<file path="src/rtl/aes_block_sequencer.sv">
// AES block sequencer: queues 128-bit blocks from the extractor, loads the first block after
// reset/rekey as the key, runs one start/done handshake per plaintext block with a watchdog,
// and presents each ciphertext on a valid/ready port.
module aes_block_sequencer #(
  parameter int unsigned DEPTH   = 2,
  parameter int unsigned TIMEOUT = 64
) (
  input  logic         clk,
  input  logic         rst,
  input  logic         blk_valid,
  input  logic [127:0] blk_data,
  input  logic         rekey,
  input  logic         core_done,
  input  logic [127:0] core_dout,
  input  logic         out_ready,
  output logic         blk_ready,
  output logic         core_key_load,
  output logic [127:0] core_key,
  output logic         core_start,
  output logic [127:0] core_din,
  output logic         out_valid,
  output logic [127:0] out_data,
  output logic         key_valid,
  output logic         overflow,
  output logic         timeout_err,
  output logic [15:0]  blk_count
);

  localparam int unsigned AW = $clog2(DEPTH);
  localparam int unsigned CW = AW + 1;
  localparam int unsigned WW = $clog2(TIMEOUT);
  // Last watchdog value seen in BUSY before the abort edge; puts timeout_err exactly
  // TIMEOUT cycles after the core_start cycle.
  localparam logic [WW-1:0] WdLast = WW'(TIMEOUT - 2);

  typedef enum logic [2:0] {
    StNeedKey,
    StKeyLoad,
    StWaitData,
    StStart,
    StBusy,
    StOutput
  } state_e;

  state_e          state_q;
  logic [127:0]    mem_q [DEPTH];
  logic [AW-1:0]   wr_ptr_q, rd_ptr_q;
  logic [CW-1:0]   count_q;
  logic            rekey_pending_q;
  logic [WW-1:0]   wd_q;
  logic [127:0]    core_key_q, core_din_q, out_data_q;
  logic            key_valid_q, overflow_q, timeout_err_q;
  logic [15:0]     blk_count_q;

  logic            q_empty, q_full, push, pop;
  logic [127:0]    head;

  assign q_empty   = (count_q == '0);
  assign q_full    = (count_q == CW'(DEPTH));
  assign head      = mem_q[rd_ptr_q];
  assign blk_ready = ~q_full;

  // Pop whenever the FSM is about to consume the head block this cycle.
  always_comb begin
    pop = 1'b0;
    if (!q_empty) begin
      if (state_q == StNeedKey) pop = 1'b1;
      else if (state_q == StWaitData && !rekey_pending_q) pop = 1'b1;
    end
  end

  // A simultaneous pop frees a slot, so a full queue still accepts in that cycle.
  assign push = blk_valid & (~q_full | pop);

  // Queue storage; contents need no reset since occupancy gates every read.
  always_ff @(posedge clk) begin
    if (push) mem_q[wr_ptr_q] <= blk_data;
  end

  // Queue pointers, occupancy and sticky overflow flag.
  always_ff @(posedge clk or posedge rst) begin
    if (rst) begin
      wr_ptr_q   <= '0;
      rd_ptr_q   <= '0;
      count_q    <= '0;
      overflow_q <= 1'b0;
    end else begin
      if (push) wr_ptr_q <= wr_ptr_q + AW'(1);
      if (pop)  rd_ptr_q <= rd_ptr_q + AW'(1);
      unique case ({push, pop})
        2'b10:   count_q <= count_q + CW'(1);
        2'b01:   count_q <= count_q - CW'(1);
        default: count_q <= count_q;
      endcase
      if (blk_valid && q_full && !pop) overflow_q <= 1'b1;
    end
  end

  // Sequencing FSM with registered key/data/result registers, flags and counter.
  always_ff @(posedge clk or posedge rst) begin
    if (rst) begin
      state_q         <= StNeedKey;
      rekey_pending_q <= 1'b0;
      wd_q            <= '0;
      core_key_q      <= '0;
      core_din_q      <= '0;
      out_data_q      <= '0;
      key_valid_q     <= 1'b0;
      timeout_err_q   <= 1'b0;
      blk_count_q     <= '0;
    end else begin
      // Requests outside WAIT_DATA stay pending until WAIT_DATA acts on them.
      if (rekey) rekey_pending_q <= 1'b1;
      else if (state_q == StWaitData) rekey_pending_q <= 1'b0;

      unique case (state_q)
        StNeedKey: begin
          key_valid_q <= 1'b0;
          if (!q_empty) begin
            core_key_q <= head;
            state_q    <= StKeyLoad;
          end
        end
        StKeyLoad: begin
          key_valid_q <= 1'b1;
          state_q     <= StWaitData;
        end
        StWaitData: begin
          if (rekey_pending_q) begin
            key_valid_q <= 1'b0;
            state_q     <= StNeedKey;
          end else if (!q_empty) begin
            core_din_q <= head;
            state_q    <= StStart;
          end
        end
        StStart: begin
          wd_q    <= '0;
          state_q <= StBusy;
        end
        StBusy: begin
          if (core_done) begin
            out_data_q <= core_dout;
            state_q    <= StOutput;
          end else if (wd_q == WdLast) begin
            timeout_err_q <= 1'b1;
            state_q       <= StWaitData;
          end else begin
            wd_q <= wd_q + WW'(1);
          end
        end
        StOutput: begin
          if (out_ready) begin
            blk_count_q <= blk_count_q + 16'd1;
            state_q     <= StWaitData;
          end
        end
        default: state_q <= StNeedKey;
      endcase
    end
  end

  assign core_key_load = (state_q == StKeyLoad);
  assign core_start    = (state_q == StStart);
  assign out_valid     = (state_q == StOutput);
  assign core_key      = core_key_q;
  assign core_din      = core_din_q;
  assign out_data      = out_data_q;
  assign key_valid     = key_valid_q;
  assign overflow      = overflow_q;
  assign timeout_err   = timeout_err_q;
  assign blk_count     = blk_count_q;

endmodule

</file>
<file path="config.mk">
export PLATFORM = sky130hd
export DESIGN_NAME = aes_block_sequencer
export DESIGN_NICKNAME = d
export VERILOG_FILES = /design/src/rtl/aes_block_sequencer.sv
export SDC_FILE = /design/constraint.sdc
export NUM_CORES = 1
export LEC_CHECK = 0
export ABC_CLOCK_PERIOD_IN_PS = 15500
export CAP_MARGIN = 10
export CORE_ASPECT_RATIO = 0.7
export CORE_MARGIN = 8
export CORE_UTILIZATION = 43
export DETAILED_ROUTE_END_ITERATION = 6
export MAX_ROUTING_LAYER = met4
export PLACE_DENSITY = 0.77
export RECOVER_POWER = 100
export SLEW_MARGIN = 20
export SYNTH_ARGS = -nofsm -noshare
export SYNTH_HDL_FRONTEND = slang
export SYNTH_SLANG_ARGS = --single-unit
</file>
<file path="constraint.sdc">
create_clock -name clk -period 15.5 [get_ports clk]
set_clock_uncertainty 0.05 [all_clocks]
set_input_delay 3.1 -clock clk [delete_from_list [all_inputs] [get_ports clk]]
set_output_delay 3.1 -clock clk [all_outputs]
set_load 0.02 [all_outputs]
</file>
==> impl_metrics.yaml, run 1 <==
status:
  outcome: "finished with violations"
  violations: "capacitance limit, slew limit"
clock_tree:
  clock_path_buffers: 3
  postCtsSetupBuffers: 0
  cts_sinks: 673
  clk_pin_slew_ps: 60
  clock_latency_ps: 580
  cts-root-buf: "clkbuf_16"
  cts_hold_buffers: 0
  cts_inserted_buffers: 66
  ctsResizeCount: 0
  cts_tree: "done"
  cts_max_level: 3
pwr:
  irDropWorstVdd_uv: 152
  pwr-share-seq: 0.397
  leakagePower_nw: 14.4
  swShare: 0.366
  comb_power_share: 0.384
  cellPowerDensity_nw_per_um2: 216
  pwr-share-clk: 0.220
  intPower_mw: 4.63
  power_switching_mw: 2.67
logic_synthesis:
  synth_fp_nets: 1915
  avgSynthCellArea_um2: 14.7
  yosysSeqAreaShare: 0.745
  synth_warnings: 0
  synth-seq-cells: 673
  syn_area_um2: 24300
  syn-instance-count: 1650
  synth_cell_types: 42
final_layout:
  syn2layout_area_growth_pct: 39.0
  drive_above_1_share: 0.0982
  multiInputGateArea_um2: 5690
  fill_cells: 4226
  final_cell_mix: "dlygate4sd3_1 (540), dfrtp_1 (417), nand2_1 (267), o21ai_0 (260), edfxtp_1 (256)"
  stdcell_count: 3150
  regArea_um2: 18100
  fin_area_um2: 33800
  fin_nets: 2576
  final_common_cell: "dlygate4sd3_1"
timing:
  rsz0062_at_grt: "no"
  whs_ps: 419
  finalWorstSetupSlack_ps: 5310
  period_minus_slack_ps: 10190
  hold_violations: 0
  fmax_ghz: 0.0982
  finalSetupViolCount: 0
  slew_viol_final: 1052
  worstMarginPinSlew_ps: 6220
  slew_headroom: -3.17
  tns_ps: 0
  period_share: 0.657
placed_design:
  place_area_um2: 31600
  gp_congestion: 0.884
  numPortBuffers: 668
  dpl.hpwl_um: 51500
  dp.cells: 2993
  place_ws_ps: 9090
floorplan:
  placementRows: 73
  core_area_um2: 56400
  die_area_um2: 64600
  die_h_um: 215
  dieWidth_um: 300
  initial_utilization: 0.432
  io_pins: 669
routing:
  avgViaCountPerCell: 5.03
  drt_iter0_drc: 848
  dr.pass1.iters: 5
  routed_wl_um: 71600
  via_count: 15800
  post_drt_wl_per_cell_um: 22.7
  antenna_left: 0
  drcViolationCount: 0
global_route:
  grt_max_degree: 143
  grt_pass1_wl_um: 106000
  antenna_found_initial: 40
  grt_use_total: 0.221
  grt_pass1_vias: 16600
  overflow: 0
min_path:
  holdPathStages: 1
  hp-class: "reg2reg"
run:
  maxCapViolCount: 14
worst_setup_path:
  crit_path_start_kind: "primary input"
  cp.required_ps: 15550
  worstPathArrival_ps: 10230
  reg2regPathDepth: 6
  endpoint_kind: "register"
  crit_type: "in2reg"
  cp_max_fo: 62
-- power by group through the flow --
stage / combinational (mW) / clock, mW / sequential [mW]
6_report: 2.80 / 1.61 / 2.90
4_1_cts: 3.00 / 1.64 / 2.90
3_5_place_dp: 2.98 / 0 / 2.93
2_1_floorplan: 0.972 / 0 / 3.43
5_1_grt: 3.00 / 1.71 / 2.97
3_3_place_gp: 2.91 / 0 / 2.90
-- critical path, stage by stage --
cell	delay, ps
dlygate4sd3_1	650
nand2_1	130
nor2_1	920
clkbuf_1	2440
clkbuf_1	2840
-- synth_stat cells --
cell type,count,share of area
a21oi_1,8,0.0016
xor2_1,4,0.0014
nand2b_4,1,0.00057
a21o_1,2,0.00062
o21ai_0,208,0.043
nand3_1,6,0.0012
and2_1,2,0.00051
edfxtp_1,256,0.32
ha_1,3,0.0015
a41o_1,1,0.00041
o21ai_1,56,0.012
nor4b_2,2,0.0012
xnor2_1,13,0.0047
mux2_2,129,0.060
and3_1,4,0.0010
buf_6,7,0.0032
nand3b_1,1,0.00031
nor2b_1,1,0.00026
a311oi_1,1,0.00036
and4_1,3,0.0011
nand2b_1,1,0.00026
a211o_1,1,0.00036
mux2i_1,132,0.054
clkbuf_1,43,0.0066
or4_4,1,0.00046
a211oi_1,1,0.00031
buf_1,4,0.00062
or4_1,2,0.00062
a31oi_1,1,0.00026
and4b_1,1,0.00041
nand4_1,6,0.0015
or3_1,3,0.00077
nand2_1,267,0.041
o32a_1,1,0.00041
nor4_1,1,0.00026
o211ai_1,1,0.00031
buf_2,27,0.0056
buf_4,10,0.0031
dfrtp_1,417,0.43
nor3_1,1,0.00021
nor2_1,13,0.0020
inv_1,8,0.0012
-- logic make-up (layout without fill, tap and decap cells) --
group                    Yosys count  after routing  synth area share
XOR/XNOR                          17             17           0.00612
multiplexers                     261            261             0.114
buffers and inverters             99            812            0.0204
adder cells (fa/ha/maj)            3              3           0.00154
flip-flops                       673            673             0.745
other                              0             37                 0
AND/OR/NAND/NOR                  316            316            0.0540
AO/OA/AOI/OAI                    281            281            0.0590
-- state kept, by name (all words and copies together) (netlist names) --
| signal | flops |
|---|---|
| blk_count | 16 |
| core_din | 128 |
| core_key | 128 |
| count_q | 2 |
| key_valid | 1 |
| mem_q | 256 |
| out_data | 128 |
| overflow | 1 |
| rd_ptr_q | 1 |
| rekey_pending_q | 1 |
| state_q | 3 |
| timeout_err | 1 |
| wd_q | 6 |
| wr_ptr_q | 1 |
-- path summary, 6_finish.rpt --
kind,slack [ps],to,from
hold reg to reg,420,timeout_err,timeout_err
hold / removal,420,timeout_err,timeout_err
setup reg to reg,7500,mem_q[0][74],state_q[2]
max in group asynchronous,6700,core_key[119],rst
setup / recovery,5310,mem_q[0][74],blk_valid
min in group asynchronous,4890,out_data[19],rst
-- area by class of cell --
type / instances / area share
sequential: 673 / 0.536
timing repair buffer: 684 / 0.200
multi-input combinational: 878 / 0.168
clock buffer: 95 / 0.0554
tap: 750 / 0.0278
clock inverter: 25 / 0.00862
antenna: 37 / 0.00274
inverter: 8 / 0.000925
-- routing by layer --
| metal | track usage | part of all wire | up-vias |
|---|---|---|---|
| li1 | - | - | 7236 |
| met1 | 0.235 | 0.36 | 7930 |
| met2 | 0.376 | 0.51 | 554 |
| met3 | 0.0774 | 0.083 | 125 |
| met4 | 0.0864 | 0.038 | 0 |
| met5 | - | 0 | - |
-- metrics by stage --
step,util,power [mW]
floorplan,-,4.40
global placement,0.561,5.80
detailed placement,0.561,5.91
CTS,0.600,7.54
global route,0.600,7.67
finish,0.600,7.30
(Power assumes the default switching activity.)
==> run 2, diff against run 1 <==
- ABC_CLOCK_PERIOD_IN_PS: 15500 -> 10500
- CORE_AREA: not set -> 8 8 255 257
- CORE_ASPECT_RATIO: 0.7 -> not set
- CORE_MARGIN: 8 -> not set
- CORE_UTILIZATION: 43 -> not set
- DIE_AREA: not set -> 0 0 263 265
- PLACE_DENSITY: 0.77 -> 0.69
- clock period: 15.5 -> 10.5 ns (I/O delays scaled with it)
==> run 2 against run 1 <==
  * The run still ends with capacitance limit, slew limit left
  * Flip-flop and latch count is the same
  * Utilization decreased by 4.3 points
  * Via count decreased by 0.66%
  * Largest cell class unchanged
==> impl_metrics.yaml, run 2 (synthesis results as in run 1) <==
floorplan:
  io_pins: 669
  core_area_um2: 61000
  initial_utilization: 0.399
  placementRows: 91
  dieWidth_um: 263
  die_area_um2: 69700
  die_h_um: 265
final_layout:
  fill_cells: 4906
  fin_nets: 2581
  drive_above_1_share: 0.102
  stdcell_count: 3199
  syn2layout_area_growth_pct: 39.7
  fin_area_um2: 34000
  multiInputGateArea_um2: 5690
  largest_register_ffs: 256
  final_cell_mix: "dlygate4sd3_1 (540), dfrtp_1 (417), nand2_1 (267), o21ai_0 (260), edfxtp_1 (256)"
  final_common_cell: "dlygate4sd3_1"
  regMostFlops: "mem_q"
  regArea_um2: 18100
placed_design:
  dpl.hpwl_um: 52000
  dp.cells: 3033
  numPortBuffers: 668
  gp_congestion: 0.867
  place_area_um2: 31700
worst_setup_path:
  worst_r2r_endpoint: "core_key[31]"
  startpoint: "core_done"
  cp-endpoint: "out_data[30]"
  slowest_stage: "clkbuf_1"
  cpMostUsedCell: "clkbuf_1"
  reg2regPathDepth: 4
  worst-path-stages: 7
  crit_type: "in2reg"
  slowest_delay_ps: 1740
  cp_max_fo: 42
  r2r_start: "rd_ptr_q"
  endpoint_kind: "register"
  path_cells: "dlygate4sd3_1, inv_1, nor4b_1, clkbuf_1, clkbuf_1, buf_4, mux2_2"
  reg2reg_slack_ps: 4360
  worstPathArrival_ps: 7610
  crit_path_start_kind: "primary input"
  crit_family: "buffers and inverters"
  crit_buf_inv: 5
  cp.required_ps: 10920
clock_tree:
  cts_tree: "done"
  cts_sinks: 673
  clock_latency_ps: 600
  clk_pin_slew_ps: 60
  cts_inserted_buffers: 70
  cts_max_level: 3
  ctsResizeCount: 0
  cts_hold_buffers: 0
  clock_path_buffers: 3
  postCtsSetupBuffers: 0
  cts-root-buf: "clkbuf_16"
timing:
  fmax_ghz: 0.139
  worstMarginPinSlew_ps: 4630
  finalSetupViolCount: 0
  tns_ps: 0
  whs_ps: 412
  rsz0062_at_grt: "no"
  period_minus_slack_ps: 7190
  hold_violations: 0
  slew_viol_final: 685
  period_share: 0.685
  slew_headroom: -2.08
routing:
  drt_iter0_drc: 864
  dr.max_layer_used: "met4"
  drcViolationCount: 0
  met2_length_um: 36300
  wl_met1_um: 26500
  avgViaCountPerCell: 4.92
  antenna_left: 0
  wl_met3_um: 5600
  routed_wl_um: 71900
  via_count: 15700
  post_drt_wl_per_cell_um: 22.5
  dr.pass1.iters: 4
status:
  outcome: "finished with violations"
  violations: "capacitance limit, slew limit"
pwr:
  leakagePower_nw: 14.4
  finalPower_mw: 10.8
  irDropWorstVdd_uv: 221
  cellPowerDensity_nw_per_um2: 317
min_path:
  hp-class: "reg2reg"
global_route:
  grt_max_degree: 174
  grt_use_total: 0.207
  antenna_found_initial: 41
  overflow: 0
  grt_pass1_wl_um: 106000
  grt_pass1_vias: 16500
run:
  maxCapViolCount: 11
==> run 2: cell count changes in the layout (fill, tap and decap cells not counted), moves of 3 or more <==
cell,previous run,this run
clkinv_2,12,5
clkinvlp_4,1,7
clkbuf_8,5,11
buf_4,4,7
clkinv_1,2,6
clkbuf_1,32,28
bufinv_16,5,1
==> run 2: worst min-delay path by stage <==
stage                      from     endpoint  slack, ps  depth (start not counted)
floorplan              wr_ptr_q     wr_ptr_q        410                          1
global placement    timeout_err  timeout_err        390                          1
detailed placement  timeout_err  timeout_err        410                          1
CTS                 timeout_err  timeout_err        420                          1
global route           overflow     overflow        440                          1
finish              timeout_err  timeout_err        410                          1
==> run 2: cell type report <==
type | instances | share of cell area
sequential | 673 | 0.533
inverter | 8 | 0.000994
multi-input combinational | 878 | 0.168
antenna | 36 | 0.00265
clock buffer | 102 | 0.0590
clock inverter | 27 | 0.00703
timing repair buffer | 685 | 0.200
tap | 790 | 0.0291
==> run 2: report_power, final <==
group | internal (mW) | switching (mW) | total (mW)
clock network | 1.37 | 1.03 | 2.40
registers | 3.75 | 0.525 | 4.28
logic | 1.68 | 2.42 | 4.10
total | 6.80 | 3.98 | 10.8
==> run 2: per-layer routing <==
layer | global-route usage | up-vias
li1 | - | 7236
met4 | 0.106 | 0
met3 | 0.0690 | 143
met2 | 0.344 | 561
met5 | - | -
met1 | 0.221 | 7800
==> run 2: stage by stage <==
step | util | setup slack, ps
4_1_cts | 0.556 | 5580
3_3_place_gp | 0.520 | 5070
3_5_place_dp | 0.520 | 4940
2_1_floorplan | - | 2340
6_report | 0.557 | 3310
5_1_grt | 0.557 | 2840
